`config.mk`:
```
export PLATFORM = sky130hd
export DESIGN_NAME = core_wb
export DESIGN_NICKNAME = d
export VERILOG_FILES = /design/src/rtl/core_pkg.sv /design/src/rtl/core_load_align.sv /design/src/rtl/core_wb.sv
export SDC_FILE = /design/constraint.sdc
export NUM_CORES = 1
export LEC_CHECK = 0
export ABC_AREA = 1
export BUFFER_PORTS_ARGS = -buffer_cell sky130_fd_sc_hd__buf_2
export CORE_MARGIN = 2
export CORE_UTILIZATION = 52
export DETAILED_ROUTE_END_ITERATION = 7
export PLACE_DENSITY = 0.79
export SLEW_MARGIN = 20
export SYNTH_ARGS = -nofsm -noshare
export SYNTH_HDL_FRONTEND = slang
export SYNTH_SLANG_ARGS = --single-unit
```
`constraint.sdc`:
```
create_clock -name clk -period 2.35 [get_ports clk]
set_clock_uncertainty 0.1 [all_clocks]
set_input_delay 0.1175 -clock clk [delete_from_list [all_inputs] [get_ports clk]]
set_output_delay 0.1175 -clock clk [all_outputs]
set_load 0.05 [all_outputs]
```
`src/rtl/core_pkg.sv`:
```
// Shared definitions for the core writeback slice: load funct3 encodings,
// writeback FSM states and error codes.
package core_pkg;

    localparam logic [2:0] LB  = 3'b000;
    localparam logic [2:0] LH  = 3'b001;
    localparam logic [2:0] LW  = 3'b010;
    localparam logic [2:0] LBU = 3'b100;
    localparam logic [2:0] LHU = 3'b101;

    typedef enum logic {
        IDLE      = 1'b0,
        WAIT_LOAD = 1'b1
    } wb_state_e;

    typedef enum logic [1:0] {
        ERR_NONE     = 2'b00,
        ERR_TIMEOUT  = 2'b01,
        ERR_SPURIOUS = 2'b10,
        ERR_FUNCT3   = 2'b11
    } wb_err_e;

endpackage

```
`src/rtl/core_load_align.sv`:
```
// Load data alignment: selects the addressed byte/half of the raw memory word
// and sign- or zero-extends it to XLEN.
module core_load_align
    import core_pkg::*;
#(
    parameter int XLEN = 32
) (
    input  logic [2:0]      funct3,
    input  logic [1:0]      addr_lo,
    input  logic [XLEN-1:0] rdata,
    output logic [XLEN-1:0] wdata,
    output logic            bad_funct3
);

    logic [7:0]  byte_sel;
    logic [15:0] half_sel;

    // NOTE: every output of a combinational block gets a default first so no latch is inferred.
    always_comb begin
        byte_sel   = rdata[7:0];
        half_sel   = rdata[15:0];
        wdata      = '0;
        bad_funct3 = 1'b0;

        case (addr_lo)
            2'd0:    byte_sel = rdata[7:0];
            2'd1:    byte_sel = rdata[15:8];
            2'd2:    byte_sel = rdata[23:16];
            default: byte_sel = rdata[31:24];
        endcase

        // addr_lo[0] is don't-care for halfwords; misalignment is trapped upstream.
        half_sel = addr_lo[1] ? rdata[31:16] : rdata[15:0];

        case (funct3)
            LB:      wdata = {{(XLEN-8){byte_sel[7]}}, byte_sel};
            LBU:     wdata = {{(XLEN-8){1'b0}}, byte_sel};
            LH:      wdata = {{(XLEN-16){half_sel[15]}}, half_sel};
            LHU:     wdata = {{(XLEN-16){1'b0}}, half_sel};
            LW:      wdata = rdata;
            default: bad_funct3 = 1'b1;
        endcase
    end

endmodule

```
`src/rtl/core_wb.sv`:
```
// Writeback stage: retires instructions from MEM into the register file,
// waits for load responses, counts retirements and latches the first protocol error.
module core_wb
    import core_pkg::*;
#(
    parameter int XLEN         = 32,
    parameter int REG_AW       = 5,
    parameter int LOAD_TIMEOUT = 16,
    parameter int CNT_W        = 32
) (
    input  logic              clk,
    input  logic              rst_sync,
    input  logic              mem_valid,
    output logic              mem_ready,
    input  logic [REG_AW-1:0] mem_rd,
    input  logic              mem_wen,
    input  logic              mem_is_load,
    input  logic [2:0]        mem_funct3,
    input  logic [1:0]        mem_addr_lo,
    input  logic [XLEN-1:0]   mem_result,
    input  logic              dmem_rvalid,
    input  logic [XLEN-1:0]   dmem_rdata,
    output logic [REG_AW-1:0] reg_waddr,
    output logic [XLEN-1:0]   reg_wdata,
    output logic              reg_wen,
    output logic              stall_n,
    output logic [CNT_W-1:0]  retire_cnt,
    output logic              wb_err,
    output logic [1:0]        wb_err_code
);

    localparam logic ST_IDLE      = IDLE;
    localparam logic ST_WAIT_LOAD = WAIT_LOAD;
    localparam int   TW           = $clog2(LOAD_TIMEOUT + 1);

    logic              state;
    logic [TW-1:0]     tcnt;
    logic [REG_AW-1:0] ld_rd;
    logic              ld_wen;
    logic [2:0]        ld_funct3;
    logic [1:0]        ld_addr_lo;

    logic [XLEN-1:0]   align_wdata;
    logic              bad_funct3;
    logic              load_timeout;
    logic              err_hit;
    wb_err_e           err_nxt;

    core_load_align #(.XLEN(XLEN)) u_align (
        .funct3     (ld_funct3),
        .addr_lo    (ld_addr_lo),
        .rdata      (dmem_rdata),
        .wdata      (align_wdata),
        .bad_funct3 (bad_funct3)
    );

    assign mem_ready    = (state == ST_IDLE) && !rst_sync;
    assign stall_n      = mem_ready;
    assign load_timeout = (state == ST_WAIT_LOAD) && !dmem_rvalid
                          && (tcnt == TW'(LOAD_TIMEOUT - 1));

    // A response that wins the race against the timeout is checked for funct3 instead.
    always_comb begin
        err_hit = 1'b0;
        err_nxt = ERR_NONE;
        if (state == ST_IDLE && dmem_rvalid) begin
            err_hit = 1'b1;
            err_nxt = ERR_SPURIOUS;
        end else if (state == ST_WAIT_LOAD) begin
            if (dmem_rvalid && bad_funct3) begin
                err_hit = 1'b1;
                err_nxt = ERR_FUNCT3;
            end else if (load_timeout) begin
                err_hit = 1'b1;
                err_nxt = ERR_TIMEOUT;
            end
        end
    end

    // NOTE: sequential state uses non-blocking assignments so every register samples pre-edge values.
    always_ff @(posedge clk) begin
        if (rst_sync) begin
            state       <= ST_IDLE;
            tcnt        <= '0;
            ld_rd       <= '0;
            ld_wen      <= 1'b0;
            ld_funct3   <= '0;
            ld_addr_lo  <= '0;
            reg_wen     <= 1'b0;
            reg_waddr   <= '0;
            reg_wdata   <= '0;
            retire_cnt  <= '0;
            wb_err      <= 1'b0;
            wb_err_code <= ERR_NONE;
        end else begin
            reg_wen <= 1'b0;

            if (err_hit && !wb_err) begin
                wb_err      <= 1'b1;
                wb_err_code <= err_nxt;
            end

            case (state)
                ST_IDLE: begin
                    if (mem_valid) begin
                        if (mem_is_load) begin
                            ld_rd      <= mem_rd;
                            ld_wen     <= mem_wen;
                            ld_funct3  <= mem_funct3;
                            ld_addr_lo <= mem_addr_lo;
                            tcnt       <= '0;
                            state      <= ST_WAIT_LOAD;
                        end else begin
                            reg_wen    <= mem_wen && (mem_rd != '0);
                            reg_waddr  <= mem_rd;
                            reg_wdata  <= mem_result;
                            retire_cnt <= retire_cnt + CNT_W'(1);
                        end
                    end
                end
                ST_WAIT_LOAD: begin
                    if (dmem_rvalid || load_timeout) begin
                        reg_wen    <= ld_wen && (ld_rd != '0);
                        reg_waddr  <= ld_rd;
                        reg_wdata  <= dmem_rvalid ? align_wdata : '0;
                        retire_cnt <= retire_cnt + CNT_W'(1);
                        state      <= ST_IDLE;
                    end else begin
                        tcnt <= tcnt + TW'(1);
                    end
                end
                default: state <= ST_IDLE;
            endcase
        end
    end

endmodule

```
==> metrics <==
Leak Pwr 3.00 nW; commonest non-fill, non-tap cell in the layout sky130_fd_sc_hd__nand2_1; mux cell area share after synthesis 0%; CTS clock-pin slew for the worst setup and hold paths 110 ps; buffer depth of the longest clock path 2; pin count of the biggest net entering global routing 39; DRC errors left 0; Clock Latency Late Sink 370 ps; Initial Utilization 53.7%; total area of multi-input combinational cells 0.00295 mm^2; final-layout setup total negative slack 0 ps; area growth from synthesis to layout 27.4%; cell with the largest stage delay on the worst path sky130_fd_sc_hd__dfxtp_1; Vias about 6,100; antenna violations before repair 0; die boundary height around 100 um; Inserted Clock Buffers 9; gate count of the mapped netlist between 800 and 900; total gr overflow 0; final non-filler cell area ~0.0067 mm^2; combined area of all synthesized cells 0.00525 mm^2; Power Internal 0.00232 W; IO buf count 154; share of post-route cells with drive strength above 1 between 20% and 30%; routed len/inst 13.6 um; number of nets at the end of the flow approximately 1,100; critical path arrival approximately 2300 ps; CP Buf/Inv Count 3; minimum clock period after layout 2110 ps; Worst Hold Slack roughly 21 ps; area fraction in compound gates after synthesis 20.0%; Pwr per Cell Area 549 mW/mm^2; achievable clock frequency 474 MHz; sequential cell area 0.00180 mm^2; Reg power frac 45.3%; Max-cap violations 0; top library cells by usage in the layout, fill and taps aside 275 x sky130_fd_sc_hd__nand2_1, 154 x sky130_fd_sc_hd__buf_2, 120 x sky130_fd_sc_hd__a21oi_1; total global routing track utilization 29.2%; number of violations reported at the end of detailed-routing iteration 0 ~460; final count of hold timing violations 0; Final Max Slew Viols 0; sequential element share of the synthesized area 34.3%; cell family with the largest share of critical-path delay buffers and inverters; outcome finished, final reports clean; fraction of power spent switching nets 36.7%; area share of fa/ha/maj cells after synthesis 0.715%; Critical Path, Cell by Cell ha_1 > nand2_1 > nor2_1 > ha_1 > inv_1 > nand3_2 > nand2_4 > inv_2 > buf_12 > o21ai_0 > a31oi_1; CTS sink count 90; clock root cell sky130_fd_sc_hd__clkbuf_8; final weighted congestion in routability-driven placement 0.955; Final Routed Wirelength 15.9 mm; die footprint 0.0109 mm^2; first-pass GRT wire length 26.3 mm; number of flip-flops and latches in the synthesized netlist 90; H-tree depth reported by CTS 3; Die Wd 104 um; postcts setup bufs 0; dominant combinational cell family by area after synthesis simple AND/OR/NAND/NOR gates; cell count after placement 1,107; synth unique cells 36; Detailed Place HPWL roughly 11 mm; worst relative slew slack 63.6%; fraction of synthesized cell area in xor and xnor cells 1.00%; final worst setup slack 239 ps; final count of negative-setup-slack endpoints 0; transition time at the pin with the least slew margin 545 ps; Yosys warning total 0; Req. time, crit path roughly 2500 ps; combinational fraction of design power between 20% and 30%; biggest fanout along the worst timing path 30; Peak VDD IR 0.000405 V; detailed-routing iteration count for the pre-antenna-repair pass 5; row count 36; instance area after placement 0.00607 mm^2; CTS tree built; Ports 155; average size of a mapped cell 6.16 um^2; share of synthesized cell area in and, or, nand and nor gates 34.5%; fin cells 1,166; worst setup slack before clock tree synthesis 262 ps; kind of launch point of the worst setup path flop; Top cell by count, worst path sky130_fd_sc_hd__ha_1; antenna-violating nets left 0; Clock Power Share 27.8%; power dissipated by switching net loads approximately 0.0013 W; number of fillers in the final layout 876; worst setup path class reg2reg; Final period util between 80% and 90%; number of antenna cells inserted 0; area of the placeable core about 0.0098 mm^2; post-detailed-route via-to-cell ratio roughly 5.3; post-synthesis net count 934; RSZ-0062 raised after global routing false; element type at the critical path end flop; class of the worst hold path in2reg; longest individual stage delay on the worst path about 360 ps; vias in the first global route between 5,000 and 6,000
==> what timing repair did <==
item	in CTS	in global routing
gates resized for setup	0	0
hold endpoints to repair	50	0
hold buffers	43	0
==> state kept, by name (all words and copies together) (netlist names) <==
register     cells
reg_wdata       32
retire_cnt      32
ld_rd            5
reg_waddr        5
tcnt             5
ld_funct3        3
ld_addr_lo       2
wb_err_code      2
ld_wen           1
reg_wen          1
state            1
wb_err           1
==> Yosys cell counts <==
master,instances,share of area [%]
sky130_fd_sc_hd__o211ai_1,1,0.14
sky130_fd_sc_hd__nor3_1,6,0.57
sky130_fd_sc_hd__clkbuf_1,17,1.2
sky130_fd_sc_hd__inv_2,9,0.64
sky130_fd_sc_hd__or2_4,1,0.17
sky130_fd_sc_hd__o221ai_1,1,0.17
sky130_fd_sc_hd__buf_2,17,1.6
sky130_fd_sc_hd__a211oi_1,2,0.29
sky130_fd_sc_hd__nor3b_1,1,0.14
sky130_fd_sc_hd__nand3_1,31,3.0
sky130_fd_sc_hd__o21ai_1,31,3.0
sky130_fd_sc_hd__ha_1,3,0.72
sky130_fd_sc_hd__nand3b_1,1,0.14
sky130_fd_sc_hd__nor2_4,3,0.64
sky130_fd_sc_hd__o21ai_0,32,3.1
sky130_fd_sc_hd__nand2_4,1,0.21
sky130_fd_sc_hd__nand4_1,11,1.3
sky130_fd_sc_hd__o22ai_1,4,0.48
sky130_fd_sc_hd__o21bai_1,1,0.14
sky130_fd_sc_hd__nand3_2,2,0.38
sky130_fd_sc_hd__a21oi_1,120,11
sky130_fd_sc_hd__xor2_1,6,1.0
sky130_fd_sc_hd__nor2_2,4,0.48
sky130_fd_sc_hd__a31oi_1,7,0.83
sky130_fd_sc_hd__inv_1,63,4.5
sky130_fd_sc_hd__o21ai_2,1,0.17
sky130_fd_sc_hd__clkinv_1,1,0.071
sky130_fd_sc_hd__buf_6,4,0.86
sky130_fd_sc_hd__nand3_4,2,0.67
sky130_fd_sc_hd__nor4_1,1,0.12
sky130_fd_sc_hd__o21a_1,2,0.29
sky130_fd_sc_hd__nand2_2,3,0.36
sky130_fd_sc_hd__nor2_1,93,6.7
sky130_fd_sc_hd__nand2_1,275,20
sky130_fd_sc_hd__dfxtp_1,90,34
sky130_fd_sc_hd__buf_4,4,0.57
==> per-stage QoR <==
| stage | power [W] | utilization [%] |
|---|---|---|
| after floorplan | 0.00236 | - |
| after global routing | 0.00385 | 68.4 |
| after global placement | 0.00261 | 62.1 |
| after detailed placement | 0.00261 | 62.1 |
| final | 0.00367 | 68.4 |
| after CTS | 0.00367 | 68.4 |
==> cell families (layout without fill, tap and decap cells) <==
| group | after synthesis | in the layout |
|---|---|---|
| buffers and inverters | 115 | 297 |
| xor gates and xnor gates | 6 | 6 |
| AOI/OAI and AO/OA | 202 | 202 |
| adders and majority gates | 3 | 3 |
| and+or+nand+nor | 435 | 435 |
| DFF | 90 | 90 |
==> path summary, 6_finish.rpt <==
check | from | to | slack, ps | depth (start not counted)
max reg2reg | tcnt[1]$_SDFFE_PP0P_ | reg_waddr[3]$_SDFFE_PP0P_ | 240 | 11
min reg2reg | wb_err_code[1]$_SDFFE_PP0P_ | wb_err_code[1]$_SDFFE_PP0P_ | 370 | 2
min | mem_funct3[2] | ld_funct3[2]$_SDFFE_PP0P_ | 20 | 3
max | tcnt[1]$_SDFFE_PP0P_ | reg_waddr[3]$_SDFFE_PP0P_ | 240 | 11
==> layout make-up <==
class	count	share of cell area, %
timing repair buffer	208	19.6
inverter	73	4.10
sequential	90	27.0
multi-input combinational	646	44.1
clock inverter	7	0.899
clock buffer	9	1.85
tap	133	2.49
==> power by group through the flow <==
stage                     logic [W]  registers, W  clock network [W]
after floorplan            0.000434       0.00193                  0
after global placement     0.000910       0.00170                  0
after detailed placement   0.000913       0.00169                  0
after CTS                  0.000970       0.00166            0.00104
after global routing        0.00106       0.00167            0.00111
final                      0.000986       0.00166            0.00102
==> worst reg2reg max path, cell delays in order, from the launching register on <==
cell	delay, ps
sky130_fd_sc_hd__dfxtp_1	360
sky130_fd_sc_hd__ha_1	170
sky130_fd_sc_hd__nand2_1	70
sky130_fd_sc_hd__nor2_1	100
sky130_fd_sc_hd__ha_1	170
sky130_fd_sc_hd__inv_1	50
sky130_fd_sc_hd__nand3_2	120
sky130_fd_sc_hd__nand2_4	70
sky130_fd_sc_hd__inv_2	250
sky130_fd_sc_hd__buf_12	230
sky130_fd_sc_hd__o21ai_0	120
sky130_fd_sc_hd__a31oi_1	210
==> layer usage <==
metal	vias up	GRT usage (%)	part of all wire, %
met5	-	0	0
li1	3115	-	-
met3	31	3.76	7.0
met1	2725	38.7	44
met4	0	10.5	2.3
met2	266	48.7	47
Power figures use the tool's default switching activity.
